--- config.mk ---
export PLATFORM = sky130hd
export DESIGN_NAME = coin_acceptor
export DESIGN_NICKNAME = d
export VERILOG_FILES = /design/src/rtl/coin_pkg.sv /design/src/rtl/coin_debounce.sv /design/src/rtl/coin_acceptor.sv
export SDC_FILE = /design/constraint.sdc
export NUM_CORES = 1
export LEC_CHECK = 0
export CORE_MARGIN = 1
export CORE_UTILIZATION = 60
export CTS_CLUSTER_SIZE = 30
export DETAILED_ROUTE_END_ITERATION = 10
export HOLD_SLACK_MARGIN = 0.08
export PLACE_DENSITY = 0.82
export SLEW_MARGIN = 0
export SYNTH_ARGS = -nofsm -noshare
export SYNTH_HDL_FRONTEND = slang
export SYNTH_SLANG_ARGS = --single-unit
--- constraint.sdc ---
create_clock -name clk -period 7 [get_ports clk]
set_input_delay 1.05 -clock clk [delete_from_list [all_inputs] [get_ports clk]]
set_output_delay 1.05 -clock clk [all_outputs]
set_load 0.005 [all_outputs]
--- src/rtl/coin_pkg.sv ---
// Purpose: shared coin codes and FSM state encoding for the coin acceptor slice.
// Latency: n/a (constants only).
// Backpressure: n/a.
package coin_pkg;

    // Codes driven onto the vending machine's 2-bit 'in' port; 2'b11 is never used.
    localparam logic [1:0] COIN_NONE = 2'b00;
    localparam logic [1:0] COIN_5    = 2'b01;
    localparam logic [1:0] COIN_10   = 2'b10;

    // Presentation FSM states.
    localparam logic [1:0] ST_IDLE  = 2'd0;
    localparam logic [1:0] ST_ISSUE = 2'd1;
    localparam logic [1:0] ST_GAP   = 2'd2;

endpackage

--- src/rtl/coin_debounce.sv ---
// Purpose: condition one raw, asynchronous, bouncy slot sensor into a single-cycle rise event.
// Latency: 2 edges synchroniser + DEBOUNCE_CYCLES edges debounce; rise is combinational from the stable level.
// Backpressure: none; one rise pulse per accepted rising level.
// Ports: clk, rst (async active-high), raw (sensor) -> rise (one-cycle pulse when stable level goes 0->1).
module coin_debounce #(
    parameter int DEBOUNCE_CYCLES = 4
) (
    input  logic clk,
    input  logic rst,
    input  logic raw,
    output logic rise
);

    localparam int CW = (DEBOUNCE_CYCLES > 1) ? $clog2(DEBOUNCE_CYCLES) : 1;

    logic          sync1;
    logic          sync2;
    logic          stable;
    logic          stable_d;
    logic [CW-1:0] cnt;

    always_ff @(posedge clk or posedge rst) begin
        if (rst) begin
            sync1    <= 1'b0;
            sync2    <= 1'b0;
            stable   <= 1'b0;
            stable_d <= 1'b0;
            cnt      <= '0;
        end else begin
            sync1    <= raw;
            sync2    <= sync1;
            stable_d <= stable;
            // Any cycle of agreement restarts the count, so a bouncing input
            // never accumulates enough consecutive disagreement to toggle.
            if (sync2 != stable) begin
                if (cnt == CW'(DEBOUNCE_CYCLES - 1)) begin
                    stable <= ~stable;
                    cnt    <= '0;
                end else begin
                    cnt <= cnt + 1'b1;
                end
            end else begin
                cnt <= '0;
            end
        end
    end

    // Only the rising level marks a coin; the trailing edge is ignored.
    assign rise = stable & ~stable_d;

endmodule

--- src/rtl/coin_acceptor.sv ---
// Purpose: debounce both coin slots, queue accepted coins, present them one at a time with idle gaps.
// Latency: raw rise to coin_code valid is 8 edges with an empty FIFO (2 sync, 4 debounce, 1 push, 1 issue).
// Backpressure: hold stalls presentation (sampled in IDLE only); a full FIFO rejects coins via return_coin.
// Ports: clk, rst (async active-high), coin5_raw, coin10_raw, hold
//        -> coin_code[1:0], return_coin (pulse), jam (pulse), fifo_count (queued coins).
module coin_acceptor
    import coin_pkg::*;
#(
    parameter int DEBOUNCE_CYCLES = 4,
    parameter int FIFO_DEPTH      = 4,
    parameter int GAP_CYCLES      = 2
) (
    input  logic                               clk,
    input  logic                               rst,
    input  logic                               coin5_raw,
    input  logic                               coin10_raw,
    input  logic                               hold,
    output logic [1:0]                         coin_code,
    output logic                               return_coin,
    output logic                               jam,
    output logic [$clog2(FIFO_DEPTH+1)-1:0]    fifo_count
);

    localparam int CNT_W = $clog2(FIFO_DEPTH + 1);
    localparam int PTR_W = (FIFO_DEPTH > 1) ? $clog2(FIFO_DEPTH) : 1;
    localparam int GAP_W = (GAP_CYCLES > 1) ? $clog2(GAP_CYCLES) : 1;

    logic             ev5;
    logic             ev10;
    logic             both;
    logic             push_req;
    logic             push;
    logic             pop;
    logic             full;
    logic             overflow;
    logic [1:0]       push_code;

    logic [1:0]       mem [FIFO_DEPTH];
    logic [PTR_W-1:0] wr_ptr;
    logic [PTR_W-1:0] rd_ptr;

    logic [1:0]       state;
    logic [GAP_W-1:0] gap_cnt;

    coin_debounce #(.DEBOUNCE_CYCLES(DEBOUNCE_CYCLES)) u_deb5 (
        .clk  (clk),
        .rst  (rst),
        .raw  (coin5_raw),
        .rise (ev5)
    );

    coin_debounce #(.DEBOUNCE_CYCLES(DEBOUNCE_CYCLES)) u_deb10 (
        .clk  (clk),
        .rst  (rst),
        .raw  (coin10_raw),
        .rise (ev10)
    );

    always_comb begin
        both      = ev5 & ev10;
        push_req  = ev5 ^ ev10;
        push_code = ev5 ? COIN_5 : COIN_10;
        full      = (fifo_count == CNT_W'(FIFO_DEPTH));
        // Pop coincides with the IDLE->ISSUE transition; the head is
        // captured into coin_code on the same edge.
        pop       = (state == ST_IDLE) && (fifo_count != '0) && !hold;
        // A pop frees the slot being written, so a full FIFO still accepts.
        push      = push_req && (!full || pop);
        overflow  = push_req && full && !pop;
    end

    // Storage carries no reset: occupancy and pointers define validity.
    always_ff @(posedge clk) begin
        if (push) begin
            mem[wr_ptr] <= push_code;
        end
    end

    always_ff @(posedge clk or posedge rst) begin
        if (rst) begin
            wr_ptr     <= '0;
            rd_ptr     <= '0;
            fifo_count <= '0;
        end else begin
            if (push) begin
                wr_ptr <= (wr_ptr == PTR_W'(FIFO_DEPTH - 1)) ? '0 : wr_ptr + 1'b1;
            end
            if (pop) begin
                rd_ptr <= (rd_ptr == PTR_W'(FIFO_DEPTH - 1)) ? '0 : rd_ptr + 1'b1;
            end
            case ({push, pop})
                2'b10:   fifo_count <= fifo_count + 1'b1;
                2'b01:   fifo_count <= fifo_count - 1'b1;
                default: fifo_count <= fifo_count;
            endcase
        end
    end

    always_ff @(posedge clk or posedge rst) begin
        if (rst) begin
            return_coin <= 1'b0;
            jam         <= 1'b0;
        end else begin
            return_coin <= both | overflow;
            jam         <= both;
        end
    end

    always_ff @(posedge clk or posedge rst) begin
        if (rst) begin
            state     <= ST_IDLE;
            gap_cnt   <= '0;
            coin_code <= COIN_NONE;
        end else begin
            case (state)
                ST_IDLE: begin
                    coin_code <= COIN_NONE;
                    if (pop) begin
                        state     <= ST_ISSUE;
                        coin_code <= mem[rd_ptr];
                    end
                end
                ST_ISSUE: begin
                    // Code is shown for exactly this one cycle, hold or not.
                    coin_code <= COIN_NONE;
                    gap_cnt   <= '0;
                    if (GAP_CYCLES == 0) begin
                        state <= ST_IDLE;
                    end else begin
                        state <= ST_GAP;
                    end
                end
                ST_GAP: begin
                    coin_code <= COIN_NONE;
                    if (gap_cnt == GAP_W'(GAP_CYCLES - 1)) begin
                        state <= ST_IDLE;
                    end else begin
                        gap_cnt <= gap_cnt + 1'b1;
                    end
                end
                default: begin
                    state     <= ST_IDLE;
                    coin_code <= COIN_NONE;
                end
            endcase
        end
    end

endmodule

* Yosys cells after proc, flatten, opt, wreduce, memory -nomap -nowiden
Memory sizes are Yosys's and may differ from the RTL's.
Cells that the tools add are included.
** Word-level totals
- Register bits :: 26
- RAM bits :: 8
- Input bits :: 5
- Memories :: 1
** Operators by class
- $add $sub $neg :: 7
- Equal/unequal tests :: 13
- Multiplexer cells :: 17
- Bitwise operators :: 9
- Reductions and logical operators :: 16
** Memory list
- mem :: depth 4, bits a word 2, read ports 1, clocked after memory_dff 0, write ports 1, RTL line coin_acceptor.sv:38 : logic [1:0] mem [FIFO_DEPTH];
** Operators by type and width (number)
- $mux W2 :: 11
- $eq A2 B2 Y1 const B :: 6
- $add A2 B1 Y2 const B :: 4
- $pmux W2 S3 :: 1
- $pmux W3 S2 :: 1
- $reduce_and A2 Y1 :: 3
- $logic_and A1 B1 Y1 :: 5
- $eq A2 B1 Y1 const B :: 2
- $ne A2 B2 Y1 const B :: 2
- $not A1 Y1 :: 4
- $reduce_bool A2 Y1 :: 2
- $add A3 B1 Y3 const B :: 1
- $and A1 B1 Y1 :: 3
- $eq A3 B3 Y1 const B :: 1
- $logic_not A1 Y1 :: 3
- $mux W1 :: 3
- $reduce_bool A3 Y1 :: 1
- $sub A3 B1 Y3 const B :: 1
- $logic_not A2 Y1 :: 1
- $ne A1 B1 Y1 :: 2
- $pmux W1 S2 :: 1
- $add A1 B1 Y1 const B :: 1
- $logic_or A1 B1 Y1 :: 1
- $or A1 B1 Y1 :: 1
- $xor A1 B1 Y1 :: 1

* Longest topological paths before layout
Gate-level depths: netlist of run 1.
- Word-level depth :: 7
- Mapped depth :: 11
- Mapped depth without buffers :: 10

* Modules after synthesis
A second synthesis of run 1 with hierarchy kept.
** Unflattened totals
- Cell total of the unflattened synthesis :: 117
- Area, all modules :: 1525.2 µm²
** Modules (own cells, without submodules)
- coin_acceptor :: times used 1, cells each 91, area each 1107.3 µm²
- coin_debounce :: times used 2, cells each 13, area each 209.0 µm²

* Worst setup path before layout of run 1
No wires, ideal clock.
- Path type :: input-to-reg
- Start point :: in hold
- End point :: reg fifo_count[2]
- Setup time :: 0.126 ns
- Arrival time :: 2.723 ns
- Required time :: 6.874 ns
- Slack :: 4.150 ns
- Stages :: 6
- Buffers on the path :: 0
- Cells stage by stage :: nor2b_2 > o21ai_2 > or2b_1 > fa_1 > or3_4 > a311o_1
** On the way
- Cells in the longest elaborated chain, start to end :: 6
** Ends and longest elaborated chain
- from (decl) :: RTL line coin_acceptor.sv:17 : input logic hold,
- $logic_not A1 Y1 (*) :: RTL line coin_acceptor.sv:66 : pop = (state == ST_IDLE) && (fifo_count != '0) && !hold;
- $logic_and A1 B1 Y1 (*) :: RTL line coin_acceptor.sv:66
- $logic_or A1 B1 Y1 :: RTL line coin_acceptor.sv:68 : push = push_req && (!full || pop);
- $logic_and A1 B1 Y1 :: RTL line coin_acceptor.sv:68
- $eq A2 B1 Y1 or $eq A2 B2 Y1 (tied branches) :: RTL line coin_acceptor.sv:91 : case ({push, pop})
- $pmux W3 S2 or $reduce_bool A2 Y1 (tied branches)
- to (signal assigned) :: RTL line coin_acceptor.sv:92 : 2'b10: fifo_count <= fifo_count + 1'b1;
- to (signal assigned) :: RTL line coin_acceptor.sv:93 : 2'b01: fifo_count <= fifo_count - 1'b1;
- to (signal assigned) :: RTL line coin_acceptor.sv:94 : default: fifo_count <= fifo_count;
- to (decl) :: RTL line coin_acceptor.sv:21 : output logic [$clog2(FIFO_DEPTH+1)-1:0] fifo_count
Mark *: on every way between the ends. The rest lies on a longest branch, timed or not.
A chain may end at the register's enable or synchronous reset.

* Final worst setup path of run 1
Ends and elaborated chain as after synthesis.

==> results.toml, run 1 <==
[outcome]
outcome = "completed"

[synthesis]
syn_nets = 133
yosysUniqueCellTypes = 36
synth_area_um2 = 1540
synth_edf_count = 8
synth-seq-cells = 34
yosysMostFrequentCell = "dfrtp_1"
synth_area_per_cell_um2 = 13.2
yosysWarnings = 0
syn_inst = 116
synth_top_area_cell = "dfrtp_1"
ys_top_cells_by_area = "dfrtp_1 42%, edfxtp_1 16%, ha_1 9.0%"
synth_top_area_share_pct = 42.3
seq_area_frac_synth_pct = 58.0
ys_top_cells_by_count = "26 x dfrtp_1, 11 x ha_1, 9 x inv_1"
ys_async_sr_fraction_pct = 76.5
synth_flop_cell = "dfrtp_1"

[clock_network]
cts_tree = "done"
postCtsSetupBuffers = 0
cts_resized = 0
hold_buffers = 0
clockBufferDepth = 2
clock_sinks = 34
path_clk_slew_ns = 0.11
cts_buffers = 5
cts-root-buf = "clkbuf_4"
clock_latency_ns = 0.34
htree_num_levels = 2

[global_route]
met3_usage_pct = 7.25
grt.overflow.total = 0
globalRouteMet2Util_pct = 36.5
grt_busiest_layer = "met2"
grt_pass1_wl_um = 4070
grt_pass1_vias = 964
antenna_found_initial = 0
met1_usage_pct = 22.9
grt_max_degree = 27
grt_usage_pct = 21.7

[worst_hold_path]
hp-class = "reg -> reg"
min_path_cells = 0

[die]
core_area_um2 = 2320
rows = 17
ios = 12
die_h_um = 52.6
die_w_um = 52.6
initial_core_util_pct = 66.3
die_area_um2 = 2770

[cells_and_area]
layout.nets = 149
area_growth_pct = 15.0
multi_input_area_um2 = 589
drive_gt1_share_pct = 15.8
diodes = 0
fillers = 168
regArea_um2 = 891

[timing]
tightest_slew_ns = 0.939
clock_skew_ns = 0.0102
setup_viol = 0
finalSetupTns_ns = 0
hold_viol = 0
fin_crit_sh_pct = 45.0
setup_slack_ns = 3.85
max-slew-margin-rel_pct = 37.3
maxSlewViolCount = 0
fmax_mhz = 318
period_needed_ns = 3.15
rsz0062_at_grt = "false"

[power_and_ir_drop]
p_leak_nw = 0.788
powerDensity_nw_per_um2 = 486
peakVddDrop_uv = 266
power_mw = 0.859

[detailed_routing]
totalWireLength_um = 2430
route.detailed.drc = 0
viasPerCell = 5.71
ant_nets = 0
wl_per_cell_um = 15.1
drt-initial-drc-count = 20
dr.pass1.iters = 4
vias = 920

[worst_setup_path]
cp.arrival_ns = 3.38
reg2reg_depth = 8
cp-start-kind = "input pin"
crit_buf_inv = 1
cpLargestDelayFamily = "simple AND/OR/NAND/NOR gates"
crit_chain = "clkdlybuf4s50_1 > nor2b_2 > o21ai_2 > or2b_1 > fa_1 > or3_4 > a311o_1"
worstPathRequired_ns = 7.23
cpPeakStageDelay_ns = 0.44
worst-path-max-fanout = 7
path_class = "in -> reg"
crit_path_end_kind = "flip-flop"
critical_path.slowest_cell = "clkdlybuf4s50_1"
worst-path-stages = 7

[flow_run]
drv_cap = 0

[place]
gp_congestion = 0.780
pre_cts_ws_ns = 3.51
portBuffers = 11
place_hpwl_um = 1730
metrics by stage:
stage	utilization [%]	hold slack, ns	cell area (um2)	instances
after floorplan	-	0.331	1540	116
after global placement	71.8	0.334	1670	153
after detailed placement	71.8	0.343	1670	153
after CTS	76.2	0.377	1770	161
after global routing	76.2	0.384	1770	161
final	76.2	0.375	1770	161
power breakdown:
| group | switching [mW] | internal (mW) | total (mW) |
|---|---|---|---|
| combinational | 0.174 | 0.176 | 0.350 |
| sequential | 0.0575 | 0.284 | 0.341 |
| clock | 0.0700 | 0.0974 | 0.167 |
| total | 0.302 | 0.557 | 0.859 |
logic make-up (layout without fill, tap and decap cells):
logic type | count (synthesis) | in the layout | synth area share (%)
buf+inv | 12 | 29 | 3.66
flops | 34 | 34 | 58.0
xor+xnor | 4 | 4 | 2.28
compound gates | 16 | 16 | 7.49
fa+ha+maj | 12 | 12 | 10.3
simple gates | 31 | 31 | 11.7
mux | 7 | 7 | 6.60
placed cells by master, fill, tap and decap left out, types with 2 or more instances in the layout:
cell type,Yosys,layout
dfrtp_1,26,26
ha_1,11,11
clkdlybuf4s50_1,0,11
inv_1,9,9
edfxtp_1,8,8
nand2_1,5,5
nor2b_1,5,5
and2_1,5,5
mux2_2,5,5
clkbuf_4,0,5
o21ai_0,4,4
nor2_1,3,3
a21oi_1,3,3
nor3_1,3,3
nand2b_1,2,2
nand3_1,2,2
xor2_1,2,2
xnor2_1,2,2
mux4_2,2,2
registers in the layout, indices dropped and copies added, names as in the netlist:
signal            flops
jam                   1
wr_ptr                2
u_deb10.stable        1
u_deb10.sync1         1
u_deb5.stable_d       1
u_deb5.sync1          1
u_deb5.stable         1
rd_ptr                2
u_deb10.stable_d      1
state                 2
u_deb5.cnt            2
return_coin           1
coin_code             2
fifo_count            3
gap_cnt               1
u_deb10.cnt           2
u_deb10.sync2         1
u_deb5.sync2          1
mem                   8
area by class of cell:
type | count | area share, %
Sequential cell | 34 | 50.4
Multi-Input combinational cell | 70 | 33.4
Timing Repair Buffer | 11 | 6.23
Clock inverter | 2 | 2.20
Inverter | 10 | 2.27
Clock buffer | 6 | 3.54
Tap cell | 28 | 1.98
worst reg2reg max path: cells and delay by family (launching register included):
kind / cells / cell delay [ns]
adders and majority gates: 2 / 0.85
and+or+nand+nor: 3 / 0.80
DFF: 1 / 0.43
AOI/OAI and AO/OA: 1 / 0.36
buffers and inverters: 2 / 0.24
path summary, 6_finish.rpt:
check	from	end	slack, ns
min	u_deb5.sync1$_DFF_PP0_	u_deb5.sync2$_DFF_PP0_	0.38
min in group asynchronous	rst	u_deb5.sync1$_DFF_PP0_	1.20
max reg2reg	u_deb5.stable$_DFFE_PP0P_	fifo_count[2]$_DFFE_PP0P_	4.20
max in group asynchronous	rst	coin_code[1]$_DFF_PP0_	5.22
max	hold	fifo_count[2]$_DFFE_PP0P_	3.85
min reg2reg	u_deb5.sync1$_DFF_PP0_	u_deb5.sync2$_DFF_PP0_	0.38
layer usage:
layer	vias up	share of wire (%)	wire length, um
met5	-	0	0
met4	0	2.9	70
met3	6	3.9	95
met2	26	50	1200
met1	458	44	1060
li1	430	-	-
No activity file was read; power rests on OpenSTA's default activity.
==> run 2, diff against run 1 <==
--- a/config.mk
+++ b/config.mk
@@ -6,11 +6,11 @@
 export NUM_CORES = 1
 export LEC_CHECK = 0
 export CORE_MARGIN = 1
-export CORE_UTILIZATION = 60
+export CORE_UTILIZATION = 51
 export CTS_CLUSTER_SIZE = 30
 export DETAILED_ROUTE_END_ITERATION = 10
 export HOLD_SLACK_MARGIN = 0.08
-export PLACE_DENSITY = 0.82
+export PLACE_DENSITY = 0.74
 export SLEW_MARGIN = 0
 export SYNTH_ARGS = -nofsm -noshare
 export SYNTH_HDL_FRONTEND = slang
==> constraint.sdc (replaced) <==
create_clock -name clk -period 2.6 [get_ports clk]
set_input_delay 0.39 -clock clk [delete_from_list [all_inputs] [get_ports clk]]
set_output_delay 0.39 -clock clk [all_outputs]
set_load 0.005 [all_outputs]
==> results.toml, run 2 (same netlist as run 1, synthesis figures left out) <==
[power_and_ir_drop]
peakVddDrop_uv = 588
power_mw = 2.15
p_leak_nw = 0.788
powerDensity_nw_per_um2 = 1220

[cells_and_area]
regMostFlops = "mem"
layout.nets = 155
area_growth_pct = 14.9
diodes = 0
drive_gt1_share_pct = 18.0
reg_top3 = "mem (8), fifo_count (3)"
fillers = 210
layout_common_cells = "26 x dfrtp_1, 11 x clkdlybuf4s50_1, 10 x ha_1, 9 x inv_1, 8 x edfxtp_1"
mostFrequentLayoutCell = "dfrtp_1"
largest_reg_flops = 8

[worst_setup_path]
path_class = "reg -> reg"
critical_path.slowest_cell = "fa_1"
cp-start-kind = "flip-flop"
cp.arrival_ns = 2.70
crit_chain = "nand2b_1 > inv_1 > ha_1 > inv_4 > or2b_1 > fa_1 > or3_4 > a311o_1"
worstPathRequired_ns = 2.82
crit_path_end_kind = "flip-flop"
reg2reg_depth = 8
worst-path-stages = 8
crit_buf_inv = 2
worst-path-max-fanout = 5
cpLargestDelayFamily = "adder cells"
cpPeakStageDelay_ns = 0.41

[clock_network]
cts-root-buf = "clkbuf_4"
clockBufferDepth = 2
clock_latency_ns = 0.33
htree_num_levels = 2
cts_tree = "done"
path_clk_slew_ns = 0.09
hold_buffers = 0
clock_sinks = 34
cts_buffers = 5

[detailed_routing]
viasPerCell = 5.35
totalWireLength_um = 2180
wl_per_cell_um = 12.8
dr.pass1.iters = 7
vias = 910
drt-initial-drc-count = 22
ant_nets = 0
route.detailed.drc = 2

[timing]
tightest_slew_ns = 0.585
clock_skew_ns = 0.0111
period_needed_ns = 2.48
rsz0062_at_grt = "false"
maxSlewViolCount = 0
setup_viol = 0
max-slew-margin-rel_pct = 60.8
fmax_mhz = 404
fin_crit_sh_pct = 95.3
finalSetupTns_ns = 0
hold_viol = 0

[die]
core_area_um2 = 2810
rows = 19
die_area_um2 = 3240
die_h_um = 56.9
initial_core_util_pct = 54.8
ios = 12
die_w_um = 56.9

[global_route]
grt_pass1_wl_um = 3820
antenna_found_initial = 0
grt.overflow.total = 0
grt_pass1_vias = 870
grt_max_degree = 19
grt_usage_pct = 16.3

[flow_run]
drv_cap = 0

[outcome]
violations = "design-rule violations"
outcome = "finished with violations"

[place]
portBuffers = 11
gp_congestion = 0.760
place_hpwl_um = 1620

[worst_hold_path]
hp-class = "in -> async"
[run 2: cell count changes in the layout (fill, tap and decap cells not counted), sizes merged]
cell,previous run,this run
clkbuf,6,8
clkinv,1,0
bufinv,1,0
buf,0,6
[run 2: power breakdown]
part / total, mW / leakage (nW) / switching, mW / internal [mW]
Combinational: 0.988 / 0.366 / 0.468 / 0.520
Clock: 0.264 / 0.0265 / 0.156 / 0.108
Sequential: 0.902 / 0.396 / 0.138 / 0.764
[run 2: worst paths after layout]
kind,startpoint,end,slack (ns)
setup reg to reg,u_deb5.stable$_DFFE_PP0P_,fifo_count[2]$_DFFE_PP0P_,0.12
max in group asynchronous,rst,u_deb10.cnt[1]$_DFF_PP0_,1.75
setup / recovery,u_deb5.stable$_DFFE_PP0P_,fifo_count[2]$_DFFE_PP0P_,0.12
min in group clk,u_deb10.sync1$_DFF_PP0_,u_deb10.sync2$_DFF_PP0_,0.36
hold / removal,rst,u_deb5.cnt[0]$_DFF_PP0_,0.32
hold reg to reg,u_deb10.sync1$_DFF_PP0_,u_deb10.sync2$_DFF_PP0_,0.36
[run 2: layer usage]
| layer | vias to the layer above | GRT usage, % | part of all wire [%] |
|---|---|---|---|
| li1 | 447 | - | - |
| met1 | 437 | 19.0 | 44 |
| met2 | 22 | 26.1 | 49 |
| met3 | 4 | 6.91 | 5.5 |
| met4 | 0 | 7.32 | 1.6 |
| met5 | - | 0 | 0 |
[run 2: final cells by class]
| class | count | area, um2 | area share (%) |
|---|---|---|---|
| flip-flops and latches | 34 | 891 | 50.5 |
| multi-input cells | 70 | 592 | 33.5 |
| repair buffers | 17 | 155 | 8.79 |
| clock buffers | 8 | 48.8 | 2.76 |
| inverters | 10 | 40.0 | 2.27 |
| well taps | 31 | 38.8 | 2.20 |
[run 2: stage by stage]
stage	setup slack, ns	std cells	hold WS (ns)	instance area, um2	util, %
after floorplan	0.0680	116	0.331	1540	-
after global placement	0.0940	161	0.332	1710	60.8
after detailed placement	0.0311	161	0.341	1710	60.8
after CTS	0.0640	169	0.322	1760	62.6
after global routing	0.00899	170	0.331	1770	62.9
final	0.123	170	0.317	1770	62.9
[run 2: worst reg2reg max path: cells and delay by family, from the launching register on]
family	cells	cell delay (ns)
compound gates	1	0.35
simple gates	3	0.72
flops	1	0.39
buf+inv	2	0.17
fa+ha+maj	2	0.75
[run 2: timing repair]
action                     4_1_cts  5_1_grt
setup buffers                    0        1
resized for setup                0        1
setup endpoints to repair        0        1
